### config.mk
export PLATFORM = sky130hd
export DESIGN_NAME = seq_divider_flat
export DESIGN_NICKNAME = d
export VERILOG_FILES = /design/src/rtl/div_pkg.sv /design/src/rtl/seq_divider_if.sv /design/src/rtl/div_step.sv /design/src/rtl/seq_divider.sv /design/src/flat_wrapper.sv
export SDC_FILE = /design/constraint.sdc
export NUM_CORES = 1
export LEC_CHECK = 0
export CAP_MARGIN = 20
export CORE_MARGIN = 3
export CORE_UTILIZATION = 49
export CTS_BUF_LIST = sky130_fd_sc_hd__clkbuf_16
export DETAILED_ROUTE_END_ITERATION = 8
export HOLD_SLACK_MARGIN = 0.05
export PLACE_DENSITY = 0.77
export SLEW_MARGIN = 20
export SYNTH_ARGS = -nofsm -noshare
export SYNTH_HDL_FRONTEND = slang
export SYNTH_SLANG_ARGS = --single-unit
### constraint.sdc
create_clock -name clock -period 2.5 [get_ports clock]
set_input_delay 0.5 -clock clock [delete_from_list [all_inputs] [get_ports clock]]
set_output_delay 0.5 -clock clock [all_outputs]
set_load 0.05 [all_outputs]
### src/rtl/div_pkg.sv
// ---------------------------------------------------------------------------
// div_pkg
//   Shared definitions for the sequential divider slice: FSM state encoding,
//   the ALU opcode this unit serves, and the default operand width.
// ---------------------------------------------------------------------------
package div_pkg;

    // ALU opcode decoded by the control unit to launch this unit.
    localparam logic [4:0] DIV_OPCODE    = 5'b01111;

    // Datapath width used when a parent does not override WIDTH.
    localparam int         DEFAULT_WIDTH = 32;

    typedef enum logic [1:0] {
        IDLE = 2'd0,
        RUN  = 2'd1,
        FIX  = 2'd2,
        DONE = 2'd3
    } div_state_e;

endpackage

### src/rtl/seq_divider_if.sv
// ---------------------------------------------------------------------------
// seq_divider_if
//   Start/done handshake and operand/result bus between the control unit
//   (master) and the divider (slave).
//   master drives : start, is_signed, dividend, divisor
//   slave drives  : busy, done, quotient, remainder, div_by_zero
// ---------------------------------------------------------------------------
interface seq_divider_if
    import div_pkg::*;
#(
    parameter int WIDTH = DEFAULT_WIDTH
);
    logic             start;
    logic             is_signed;
    logic [WIDTH-1:0] dividend;
    logic [WIDTH-1:0] divisor;
    logic             busy;
    logic             done;
    logic [WIDTH-1:0] quotient;
    logic [WIDTH-1:0] remainder;
    logic             div_by_zero;

    modport master (
        output start, is_signed, dividend, divisor,
        input  busy, done, quotient, remainder, div_by_zero
    );

    modport slave (
        input  start, is_signed, dividend, divisor,
        output busy, done, quotient, remainder, div_by_zero
    );
endinterface

### src/rtl/div_step.sv
// ---------------------------------------------------------------------------
// div_step
//   One combinational restoring-division iteration.
//   rem_in   : current partial remainder (always < divisor)
//   msb_in   : next dividend bit shifted into the remainder
//   divisor  : divisor magnitude
//   rem_out  : partial remainder after the trial subtraction
//   q_bit    : quotient bit produced by this iteration
// ---------------------------------------------------------------------------
module div_step
    import div_pkg::*;
#(
    parameter int WIDTH = DEFAULT_WIDTH
) (
    input  logic [WIDTH-1:0] rem_in,
    input  logic             msb_in,
    input  logic [WIDTH-1:0] divisor,
    output logic [WIDTH-1:0] rem_out,
    output logic             q_bit
);
    // The shifted remainder needs one extra bit: rem < divisor < 2^WIDTH,
    // so {rem, msb} < 2^(WIDTH+1).
    logic [WIDTH:0] shifted;

    always_comb begin
        shifted = {rem_in, msb_in};
        q_bit   = (shifted >= {1'b0, divisor});
        // When the subtraction succeeds the true difference is < divisor,
        // so a WIDTH-bit wrap-around subtraction gives the exact result.
        rem_out = q_bit ? (shifted[WIDTH-1:0] - divisor) : shifted[WIDTH-1:0];
    end
endmodule

### src/rtl/seq_divider.sv
// ---------------------------------------------------------------------------
// seq_divider
//   Multi-cycle restoring integer divider (ALU DIV opcode). Produces the
//   quotient (Z low / LO) and remainder (Z high / HI) after WIDTH iterations
//   plus a sign-fix cycle; flags division by zero.
//   clock : rising-edge clock
//   clear : synchronous active-high reset
//   bus   : seq_divider_if slave (start/operands in, busy/done/results out)
//   Build option: define SEQ_DIV_SIGNED_EN to honour is_signed; otherwise
//   all operands are unsigned (latency is the same in both builds).
// ---------------------------------------------------------------------------
module seq_divider
    import div_pkg::*;
#(
    parameter int WIDTH = DEFAULT_WIDTH
) (
    input  logic          clock,
    input  logic          clear,
    seq_divider_if.slave  bus
);
    localparam int CNT_W = $clog2(WIDTH + 1);

    div_state_e       state_q, state_d;
    logic [CNT_W-1:0] count_q;
    logic [WIDTH-1:0] rem_q;       // partial remainder
    logic [WIDTH-1:0] dvd_q;       // dividend shifting out, quotient shifting in
    logic [WIDTH-1:0] dsr_q;       // divisor magnitude
    logic             dbz_q;       // current operation is a divide-by-zero
    logic [WIDTH-1:0] quotient_q;
    logic [WIDTH-1:0] remainder_q;
    logic             flag_q;

    logic [WIDTH-1:0] mag_a, mag_b;
    logic [WIDTH-1:0] step_rem;
    logic             step_qbit;
    logic [WIDTH-1:0] q_fix, r_fix;
    logic             divisor_zero;

    assign divisor_zero = (bus.divisor == '0);

`ifdef SEQ_DIV_SIGNED_EN
    logic sign_a, sign_b;
    logic q_neg_q, r_neg_q;

    assign sign_a = bus.is_signed & bus.dividend[WIDTH-1];
    assign sign_b = bus.is_signed & bus.divisor[WIDTH-1];
    assign mag_a  = sign_a ? -bus.dividend : bus.dividend;
    assign mag_b  = sign_b ? -bus.divisor  : bus.divisor;
    // Truncation toward zero: quotient sign is the XOR of the operand signs,
    // remainder follows the dividend. Most-negative / -1 wraps back to
    // most-negative through the magnitude path with no special casing.
    assign q_fix  = q_neg_q ? -dvd_q : dvd_q;
    assign r_fix  = r_neg_q ? -rem_q : rem_q;

    always_ff @(posedge clock) begin
        if (clear) begin
            q_neg_q <= 1'b0;
            r_neg_q <= 1'b0;
        end else if (state_q == IDLE && bus.start) begin
            q_neg_q <= sign_a ^ sign_b;
            r_neg_q <= sign_a;
        end
    end
`else
    logic unused_is_signed;

    assign unused_is_signed = bus.is_signed;
    assign mag_a = bus.dividend;
    assign mag_b = bus.divisor;
    assign q_fix = dvd_q;
    assign r_fix = rem_q;
`endif

    div_step #(.WIDTH(WIDTH)) u_step (
        .rem_in  (rem_q),
        .msb_in  (dvd_q[WIDTH-1]),
        .divisor (dsr_q),
        .rem_out (step_rem),
        .q_bit   (step_qbit)
    );

    // ---------------- FSM ----------------
    always_ff @(posedge clock) begin
        if (clear) state_q <= IDLE;
        else       state_q <= state_d;
    end

    always_comb begin
        state_d  = state_q;
        bus.busy = (state_q != IDLE);
        bus.done = (state_q == DONE);
        unique case (state_q)
            IDLE: if (bus.start) begin
                // A zero divisor skips iteration; FIX writes the fixed
                // result so done still comes from the DONE state.
                state_d = divisor_zero ? FIX : RUN;
            end
            RUN:  if (count_q == CNT_W'(WIDTH - 1)) state_d = FIX;
            FIX:  state_d = DONE;
            DONE: state_d = IDLE;
            default: state_d = IDLE;
        endcase
    end

    // ---------------- datapath ----------------
    always_ff @(posedge clock) begin
        if (clear) begin
            count_q     <= '0;
            rem_q       <= '0;
            dvd_q       <= '0;
            dsr_q       <= '0;
            dbz_q       <= 1'b0;
            quotient_q  <= '0;
            remainder_q <= '0;
            flag_q      <= 1'b0;
        end else begin
            unique case (state_q)
                IDLE: if (bus.start) begin
                    count_q <= '0;
                    rem_q   <= '0;
                    dsr_q   <= mag_b;
                    dbz_q   <= divisor_zero;
                    // Divide-by-zero returns the dividend untouched.
                    dvd_q   <= divisor_zero ? bus.dividend : mag_a;
                end
                RUN: begin
                    rem_q   <= step_rem;
                    dvd_q   <= {dvd_q[WIDTH-2:0], step_qbit};
                    count_q <= count_q + CNT_W'(1);
                end
                FIX: begin
                    if (dbz_q) begin
                        quotient_q  <= '1;
                        remainder_q <= dvd_q;
                        flag_q      <= 1'b1;
                    end else begin
                        quotient_q  <= q_fix;
                        remainder_q <= r_fix;
                        flag_q      <= 1'b0;
                    end
                end
                default: ;
            endcase
        end
    end

    assign bus.quotient    = quotient_q;
    assign bus.remainder   = remainder_q;
    assign bus.div_by_zero = flag_q;

endmodule
### src/flat_wrapper.sv
// flat-port wrapper written by rule: the top's interface ports become plain ports
module seq_divider_flat import div_pkg::*;
#(
    parameter int WIDTH = DEFAULT_WIDTH
)
  (clock, clear, bus_start, bus_is_signed, bus_dividend, bus_divisor, bus_busy, bus_done, bus_quotient, bus_remainder, bus_div_by_zero);
  seq_divider_if #(.WIDTH(WIDTH)) bus_i ();
  input  logic clock;
  input  logic clear;
  input wire logic [$bits(bus_i.start)-1:0] bus_start;
  input wire logic [$bits(bus_i.is_signed)-1:0] bus_is_signed;
  input wire logic [$bits(bus_i.dividend)-1:0] bus_dividend;
  input wire logic [$bits(bus_i.divisor)-1:0] bus_divisor;
  output wire logic [$bits(bus_i.busy)-1:0] bus_busy;
  output wire logic [$bits(bus_i.done)-1:0] bus_done;
  output wire logic [$bits(bus_i.quotient)-1:0] bus_quotient;
  output wire logic [$bits(bus_i.remainder)-1:0] bus_remainder;
  output wire logic [$bits(bus_i.div_by_zero)-1:0] bus_div_by_zero;
  assign bus_i.start = bus_start;
  assign bus_i.is_signed = bus_is_signed;
  assign bus_i.dividend = bus_dividend;
  assign bus_i.divisor = bus_divisor;
  assign bus_busy = bus_i.busy;
  assign bus_done = bus_i.done;
  assign bus_quotient = bus_i.quotient;
  assign bus_remainder = bus_i.remainder;
  assign bus_div_by_zero = bus_i.div_by_zero;
  seq_divider #(.WIDTH(WIDTH)) u_core (.clock(clock), .clear(clear), .bus(bus_i));
endmodule
==> results.yml, run 1 <==
status:
  outcome: "complete, but fails checks"
  violations: "setup timing"
worst_setup_path:
  cp-end-kind: "flop"
  rr_worst_depth: 12
  crit_required_ns: 2.81
  reg2reg_from: "u_core.dvd_q[31]$_SDFFE_PP0P_"
  critPathKind: "reg -> reg"
  critPathLaunchType: "flop"
  cp_max_fo: 2
  worstPathArrival_ns: 3.11
  startpoint: "u_core.dvd_q[31]$_SDFFE_PP0P_"
yosys:
  synth_top_family_by_area: "compound AO/OA/AOI/OAI gates"
  synthMuxAreaShare_pct: 6.38
  synth_seq_cells: 170
  yosys_warnings: 0
  synth_most_common_cell: "dfxtp_1"
  syn_area_um2: 8390
  synth_edf_count: 0
  netlist_instances: 1005
  synthAdderAreaFrac_pct: 5.75
  yosysTopAreaCellShare_pct: 40.5
  synth_top_cell_by_area: "dfxtp_1"
  yosysSeqAreaShare_pct: 40.5
  yosys.area_share.simple_pct: 17.4
  synth_xor_area_share_pct: 2.92
  syn-num-nets: 1111
  synth_commonest_cells: "170 x dfxtp_1, 126 x nor2_1, 106 x nand2_1"
  ys_async_sr_fraction_pct: 0
  ys_types: 60
  synth_compound_area_share_pct: 21.8
  ys_top_cells_by_area: "dfxtp_1 41%, mux2i_1 6.2%, nor2_1 5.6%"
  synth_top_flop_cell: "dfxtp_1"
  avgSynthCellArea_um2: 8.35
clock_tree:
  cts_num_sinks: 170
  cts_tree: "yes"
  cts.clk_slew.worst_paths_ns: 0.07
  cts_root_buf: "clkbuf_16"
  clock_latency_ns: 0.43
  cts-buffers-inserted: 17
  cts_max_path_buffers: 2
  htree_levels: 4
layout:
  nets: 1365
  synthToLayoutAreaGrowth_pct: 45.6
  fin_util_pct: 73.2
  drive_above_1_share_pct: 23.7
placement:
  place_ws_ns: -0.430
  dp_hpwl_um: 18200
  io_buffers: 133
  place_congestion: 0.927
power_and_ir_drop:
  p_leak_nw: 4.67
  ir_drop_mv: 0.757
  power.density_nw_per_um2: 1520
die:
  die-area_um2: 18700
  die_w_um: 137
  start_util_pct: 50.3
  row_count: 47
  ios: 135
  coreArea_um2: 16700
  die_y_um: 137
timing:
  rsz0062_at_grt: "yes"
  slew_violations: 0
  maxSlewHeadroom_pct: 44.6
  finClkSkew_ns: 0.00809
  timing.fmax_mhz: 357
  min_period_ns: 2.80
  min_period_over_period_pct: 112
  hold_viol_final: 0
  worstMarginPinSlew_ns: 0.828
  setup_ws_ns: -0.302
  setup_viol: 33
drt:
  drc_errors: 0
  ant_nets: 0
  drt-total-wl_um: 25900
  vias_per_cell: 5.64
  drt_pass1_iterations: 5
  drt_iter0_markers: 720
  wl_per_cell_um: 17.4
  num_vias: 8427
grt:
  grt_antenna_before_repair: 1
  grt_pass1_vias: 7822
  track_usage_pct: 26.8
  grt_max_degree: 72
  grt_overflow: 0
  grt_pass1_wl_um: 39700
hold_path:
  holdCritStartpoint: "u_core.dsr_q[14]$_SDFFE_PP0P_"
  min_delay_path_depth: 2
  hp-class: "reg -> reg"
run:
  maxCapViolations: 0
==> placed cells by master (no fill, tap or decap), types with 6 or more instances in the layout <==
cell and count:
a211oi_1 42, a21oi_1 61, a21oi_2 6, a32oi_2 7
buf_4 151, buf_6 10, clkbuf_16 17, clkdlybuf4s50_1 131
dfxtp_1 153, dfxtp_2 16, ha_1 22, ha_4 15
inv_1 37, mux2i_1 47, nand2_1 102, nand2b_1 8
nand4_1 10, nor2_1 125, nor3_1 35, nor4_1 8
o21ai_0 12, o21ai_1 26, o21ai_2 13, o22ai_1 61
xnor2_1 15, xor2_1 13
==> critical path, cell delays in order (launching register included) <==
cell and delay (ns):
dfxtp_2 0.33, inv_2 0.08, ha_4 0.15, fa_2 0.22, nor2b_2 0.05, o31a_1 0.29
o311a_1 0.33, o211ai_1 0.29, a211oi_1 0.13, o31a_1 0.27, or3_1 0.31, a31oi_1 0.15
o21ai_1 0.08
==> cells by family (layout without fill, tap and decap cells) <==
kind of cell | after synthesis | count (layout)
and+or+nand+nor | 332 | 332
DFF | 170 | 170
muxes | 53 | 53
other | 0 | 1
xor gates and xnor gates | 28 | 28
adders and majority gates | 38 | 38
buffers and inverters | 103 | 370
AOI/OAI and AO/OA | 281 | 281
==> area by class of cell <==
cell class | instances | area, µm²
Antenna cell | 1 | 2.50
Clock buffer | 17 | 425
Clock inverter | 15 | 181
Fill cell | 1268 | 4480
Inverter | 42 | 160
Multi-Input combinational cell | 732 | 5110
Sequential cell | 170 | 3430
Tap cell | 220 | 275
Timing Repair Buffer | 296 | 2650
==> metal layers <==
metal / GRT usage, % / vias to the layer above / part of all wire, %
li1: - / 4130 / -
met1: 38.5 / 3979 / 46
met2: 42.0 / 285 / 46
met3: 3.90 / 33 / 6.1
met4: 7.43 / 0 / 1.7
met5: 0 / - / 0
==> metrics by stage <==
step                      hold slack (ns)  total power (W)  std cells  area [µm²]  TNS, ns
final                               0.456           0.0186       1493       12200    -5.58
after floorplan                     0.435           0.0108       1005        8470   -0.410
after detailed placement            0.446           0.0141       1432       10900    -9.30
after global routing                0.478           0.0196       1492       12200    -9.01
after CTS                           0.456           0.0178       1480       11900    -4.34
after global placement              0.443           0.0139       1432       10900    -8.39
==> final timing paths <==
path,endpoint,slack [ns]
setup / recovery,u_core.r_fix[22]$_SDFFE_PP0P_,-0.30
hold / removal,u_core.dsr_q[14]$_SDFFE_PP0P_,0.46
setup reg to reg,u_core.r_fix[22]$_SDFFE_PP0P_,-0.30
hold reg to reg,u_core.dsr_q[14]$_SDFFE_PP0P_,0.46
==> registers in the layout (all words and copies together), names as in the netlist <==
signal and flops:
u_core.r_fix 32, u_core.dsr_q 32, u_core.dvd_q 32, u_core.bus.remainder 32, u_core.dbz_q 1, u_core.count_q 6, u_core.bus.quotient 32, u_core.state_q 2
u_core.bus.div_by_zero 1
==> report_power, final <==
group / switching [W] / total (W) / leakage [nW] / internal [W]
clock network: 0.00119 / 0.00271 / 0.295 / 0.00151
registers: 0.000672 / 0.00422 / 1.40 / 0.00355
logic: 0.00647 / 0.0116 / 2.98 / 0.00517
==> repair_timing <==
item	CTS	global route
setup endpoints to repair	33	33
pin swaps	41	40
setup buffers	15	15
hold buffers	0	0
gates cloned	2	0
gates resized for setup	61	52
Note: power is estimated with default switching activity, not from simulation.
==> run 2: changes to the inputs <==
- SKIP_CTS_REPAIR_TIMING: not set -> 1
- SKIP_LAST_GASP: not set -> 1
==> results.yml, run 2 (synthesis gave the netlist of run 1 again) <==
drt:
  drc_errors: 0
  drt-total-wl_um: 25200
  wl_per_cell_um: 17.1
  vias_per_cell: 5.63
  ant_nets: 0
  num_vias: 8298
  drt_iter0_markers: 590
  drt_pass1_iterations: 5
worst_setup_path:
  crit_family: "compound AO/OA/AOI/OAI gates"
  path_cells: "inv_2 -> ha_4 -> fa_2 -> nor2b_2 -> o31a_1 -> o311a_1 -> o211ai_1 -> buf_4 -> a2111oi_4 -> o21ai_2 -> nand3_1 -> nor3b_1 -> o21ai_1"
  crit_required_ns: 2.82
  reg2reg_to: "u_core.r_fix[30]$_SDFFE_PP0P_"
  rr_worst_depth: 13
  slowest_stage: "fa_2"
  critPathBufInv: 2
  reg2reg_from: "u_core.dvd_q[31]$_SDFFE_PP0P_"
  slowest_delay_ns: 0.39
  worstPathArrival_ns: 3.09
  critPathKind: "reg -> reg"
  rrSetupSlack_ns: -0.27
  cp_max_fo: 2
  cp-end-kind: "flop"
  critPathLaunchType: "flop"
die:
  die-area_um2: 18700
  die_y_um: 137
  coreArea_um2: 16700
  die_w_um: 137
  start_util_pct: 50.3
  ios: 135
  row_count: 47
layout:
  nets: 1346
  drive_above_1_share_pct: 21.0
  final_cell_area_um2: 12000
  final_common_cell: "dfxtp_1"
  synthToLayoutAreaGrowth_pct: 42.4
  final_cell_mix: "159 x dfxtp_1, 133 x buf_4, 131 x clkdlybuf4s50_1"
hold_path:
  hp-class: "reg -> reg"
  holdCritStartpoint: "u_core.dsr_q[4]$_SDFFE_PP0P_"
  min_delay_path_depth: 2
  hold_end: "u_core.dsr_q[4]$_SDFFE_PP0P_"
timing:
  rsz0062_at_grt: "yes"
  min_period_over_period_pct: 111
  timing.fmax_mhz: 360
  finClkSkew_ns: 0.00884
  min_period_ns: 2.77
  worstMarginPinSlew_ns: 0.775
  setup_viol: 33
  setup_ws_ns: -0.275
  maxSlewHeadroom_pct: 48.2
  hold_viol_final: 0
  slew_violations: 0
grt:
  grt_overflow: 0
  grt_antenna_before_repair: 0
  grt_pass1_wl_um: 38000
  grt_max_degree: 72
  grt_pass1_vias: 7518
  track_usage_pct: 25.6
clock_tree:
  clock_latency_ns: 0.43
  cts_num_sinks: 170
  htree_levels: 4
  cts_root_buf: "clkbuf_16"
  cts_tree: "yes"
  cts-buffers-inserted: 17
  cts_max_path_buffers: 2
  cts.clk_slew.worst_paths_ns: 0.07
placement:
  post_dp_cell_area_um2: 10900
  dp_hpwl_um: 18200
  place_congestion: 0.927
  place_ws_ns: -0.430
  io_buffers: 133
power_and_ir_drop:
  p_leak_nw: 4.53
  ir_drop_mv: 0.758
  power.density_nw_per_um2: 1500
status:
  violations: "setup timing"
  outcome: "complete, but fails checks"
run:
  maxCapViolations: 0
-- run 2: cell types whose count changed in the layout (fill, tap and decap cells not counted), moves of 2 or more --
cell / before / now
o21ai_2: 13 / 11
mux2i_2: 5 / 2
inv_1: 37 / 39
a21oi_2: 6 / 8
a32oi_1: 2 / 6
buf_4: 151 / 133
a32oi_2: 7 / 3
mux2i_1: 47 / 50
o31ai_4: 2 / 0
o31ai_2: 0 / 2
o21ai_0: 12 / 14
dfxtp_2: 16 / 10
dfxtp_1: 153 / 159
buf_6: 10 / 8
-- run 2: layer usage --
metal	global-route usage (%)	wire length, µm	vias up
met1	38.0	11900	3910
met2	38.7	11500	267
li1	-	-	4090
met3	3.86	1340	31
met5	0	0	-
met4	6.98	365	0
-- run 2: worst min-delay path: stages, from the launching register on --
cell	delay, ns
dfxtp_2	0.32
nand2_1	0.05
a21oi_1	0.05
-- run 2: how the worst max path moves through the flow --
stage                                       start                            end  cells past startpoint
floorplan           u_core.dsr_q[12]$_SDFFE_PP0P_  u_core.r_fix[14]$_SDFFE_PP0P_                     13
global placement    u_core.dvd_q[31]$_SDFFE_PP0P_  u_core.r_fix[30]$_SDFFE_PP0P_                     12
detailed placement  u_core.dsr_q[12]$_SDFFE_PP0P_  u_core.r_fix[29]$_SDFFE_PP0P_                     11
CTS                 u_core.dvd_q[31]$_SDFFE_PP0P_  u_core.r_fix[30]$_SDFFE_PP0P_                     12
global route        u_core.dvd_q[31]$_SDFFE_PP0P_  u_core.r_fix[30]$_SDFFE_PP0P_                     13
finish              u_core.dvd_q[31]$_SDFFE_PP0P_  u_core.r_fix[30]$_SDFFE_PP0P_                     13
-- run 2: area by class of cell --
| cell class | instances | area (µm²) |
|---|---|---|
| Fill cell | 1323 | 4750 |
| Sequential cell | 170 | 3420 |
| Antenna cell | 1 | 2.50 |
| Clock buffer | 17 | 425 |
| Timing Repair Buffer | 276 | 2480 |
| Tap cell | 220 | 275 |
| Multi-Input combinational cell | 733 | 5000 |
| Inverter | 42 | 158 |
| Clock inverter | 15 | 181 |
-- run 2: per-stage QoR --
step           cells  utilization (%)  hold slack, ns  total power (W)  setup TNS [ns]
6_report        1474             71.6           0.457           0.0179           -4.52
5_1_grt         1473             71.5           0.476           0.0189           -8.00
3_3_place_gp    1432             65.1           0.443           0.0139           -8.39
4_1_cts         1464             68.8           0.456           0.0168          -10.03
2_1_floorplan   1005                -           0.435           0.0108          -0.410
3_5_place_dp    1432             65.1           0.446           0.0141           -9.30
-- run 2: where the power goes --
part	leakage [nW]	internal, W	switching [W]	total (W)
combinational	2.84	0.00480	0.00621	0.0110
sequential	1.39	0.00355	0.000668	0.00421
clock	0.295	0.00151	0.00120	0.00271
total	4.53	0.00986	0.00807	0.0179
==> run 3: changes to the inputs <==
- CORE_UTILIZATION: 49 -> 55
- DONT_BUFFER_PORTS: not set -> 1
- PLACE_DENSITY: 0.77 -> 0.76
==> results.yml, run 3 (synthesis gave the netlist of run 1 again) <==
clock_tree:
  cts_num_sinks: 170
  cts-buffers-inserted: 17
  cts_max_path_buffers: 2
  cts_tree: "yes"
  cts_root_buf: "clkbuf_16"
  htree_levels: 4
  cts.clk_slew.worst_paths_ns: 0.07
  clock_latency_ns: 0.43
power_and_ir_drop:
  total_power_w: 0.0166
  p_leak_nw: 3.95
  ir_drop_mv: 0.779
  power.density_nw_per_um2: 1610
timing:
  timing.fmax_mhz: 341
  hold_viol_final: 0
  setup_ws_ns: -0.433
  rsz0062_at_grt: "yes"
  min_period_over_period_pct: 117
  finClkSkew_ns: 0.00720
  slew_violations: 0
  setup_viol: 33
  min_period_ns: 2.93
  maxSlewHeadroom_pct: 50.3
  worstMarginPinSlew_ns: 0.745
layout:
  synthToLayoutAreaGrowth_pct: 23.1
  nets: 1209
  diodes: 0
  fill_cells: 1155
  final_cell_mix: "161 x dfxtp_1, 128 x buf_4, 125 x nor2_1"
  final_cells: 1297
  final_cell_area_um2: 10300
  multi_input_area_um2: 4840
  drive_above_1_share_pct: 21.4
  final_common_cell: "dfxtp_1"
  register_area_um2: 3420
worst_setup_path:
  slowest_stage: "o311a_4"
  cp-end-kind: "flop"
  crit_required_ns: 2.83
  critPathLaunchType: "flop"
  rrSetupSlack_ns: -0.43
  crit_family: "compound AO/OA/AOI/OAI gates"
  path_cells: "inv_2 -> ha_4 -> buf_6 -> buf_6 -> nor2b_4 -> o21bai_4 -> a21oi_4 -> o211ai_4 -> o311a_4 -> buf_4 -> o311ai_1 -> and3_1 -> o21ai_1 -> a32o_1"
  slowest_delay_ns: 0.39
  critPathBufInv: 4
  cp_max_fo: 3
  worstPathArrival_ns: 3.26
  timing.critical_path.mode_cell: "buf_6"
  critPathKind: "reg -> reg"
grt:
  grt_pass1_wl_um: 36400
  track_usage_pct: 27.2
  grt_overflow: 0
  grt_max_degree: 142
  grt_antenna_before_repair: 0
  grt_pass1_vias: 7191
drt:
  drt_pass1_iterations: 5
  drt_iter0_markers: 647
  drc_errors: 0
  wl_met1_um: 10500
  met3WireLength_um: 2350
  num_vias: 7819
  drt-total-wl_um: 23900
  wl_per_cell_um: 18.4
  ant_nets: 0
  topRoutingLayerUsed: "met4"
  vias_per_cell: 6.03
  dr_wl_met2_um: 10500
die:
  start_util_pct: 56.9
  coreArea_um2: 14800
  row_count: 44
  die_y_um: 130
  die_w_um: 130
  die-area_um2: 16800
  ios: 135
placement:
  dp_cells: 1259
  dp_hpwl_um: 16800
  post_dp_cell_area_um2: 9470
  io_buffers: 0
  place_congestion: 0.942
  place_ws_ns: -0.419
run:
  maxCapViolations: 0
status:
  violations: "setup timing"
  outcome: "complete, but fails checks"
hold_path:
  hp-class: "in -> reg"
-- run 3: cell types whose count changed in the layout (fill, tap and decap cells not counted), moves of 4 or more --
cell             previous run  this run
clkdlybuf4s50_1           131         0
ha_4                       14         9
buf_4                     133       128
o21ai_2                    11         7
-- run 3: worst reg2reg max path, cell delays in order (launching register included) --
cell and delay (ns):
dfxtp_2 0.36, inv_2 0.07, ha_4 0.17, buf_6 0.11
buf_6 0.10, nor2b_4 0.13, o21bai_4 0.10, a21oi_4 0.20
o211ai_4 0.11, o311a_4 0.39, buf_4 0.16, o311ai_1 0.35
and3_1 0.24, o21ai_1 0.09, a32o_1 0.25
-- run 3: final timing paths --
kind / startpoint / to / cells past startpoint
hold reg to reg: u_core.dsr_q[27]$_SDFFE_PP0P_ / u_core.dsr_q[27]$_SDFFE_PP0P_ / 2
setup / recovery: u_core.dvd_q[31]$_SDFFE_PP0P_ / u_core.r_fix[29]$_SDFFE_PP0P_ / 14
setup reg to reg: u_core.dvd_q[31]$_SDFFE_PP0P_ / u_core.r_fix[29]$_SDFFE_PP0P_ / 14
hold / removal: clear / u_core.bus.quotient[14]$_SDFFE_PP0P_ / 1
-- run 3: cell type report --
class	count	area share, %
tap	184	2.23
clock inverter	12	1.15
timing repair buffer	140	11.0
clock buffer	17	4.12
multi-input combinational	732	46.9
sequential	170	33.1
inverter	42	1.53
-- run 3: routing by layer --
metal  global-route usage, %  vias to the layer above
li1                        -                     3810
met1                    38.0                     3615
met2                    41.2                      341
met3                    7.54                       53
met4                    8.19                        0
met5                       0                        -
-- run 3: where the power goes --
group | total (W) | internal (W) | switching [W]
registers | 0.00562 | 0.00355 | 0.00208
logic | 0.00846 | 0.00401 | 0.00445
clock network | 0.00250 | 0.00137 | 0.00114
total | 0.0166 | 0.00892 | 0.00766
-- run 3: metrics by stage --
stage / hold WS (ns) / utilization, % / TNS [ns]
final: 0.133 / 70.0 / -9.78
after CTS: 0.130 / 67.9 / -12.45
after global placement: 0.438 / 64.2 / -9.68
after detailed placement: 0.442 / 64.2 / -10.98
after global routing: 0.124 / 70.0 / -13.43
after floorplan: 0.435 / - / -0.410
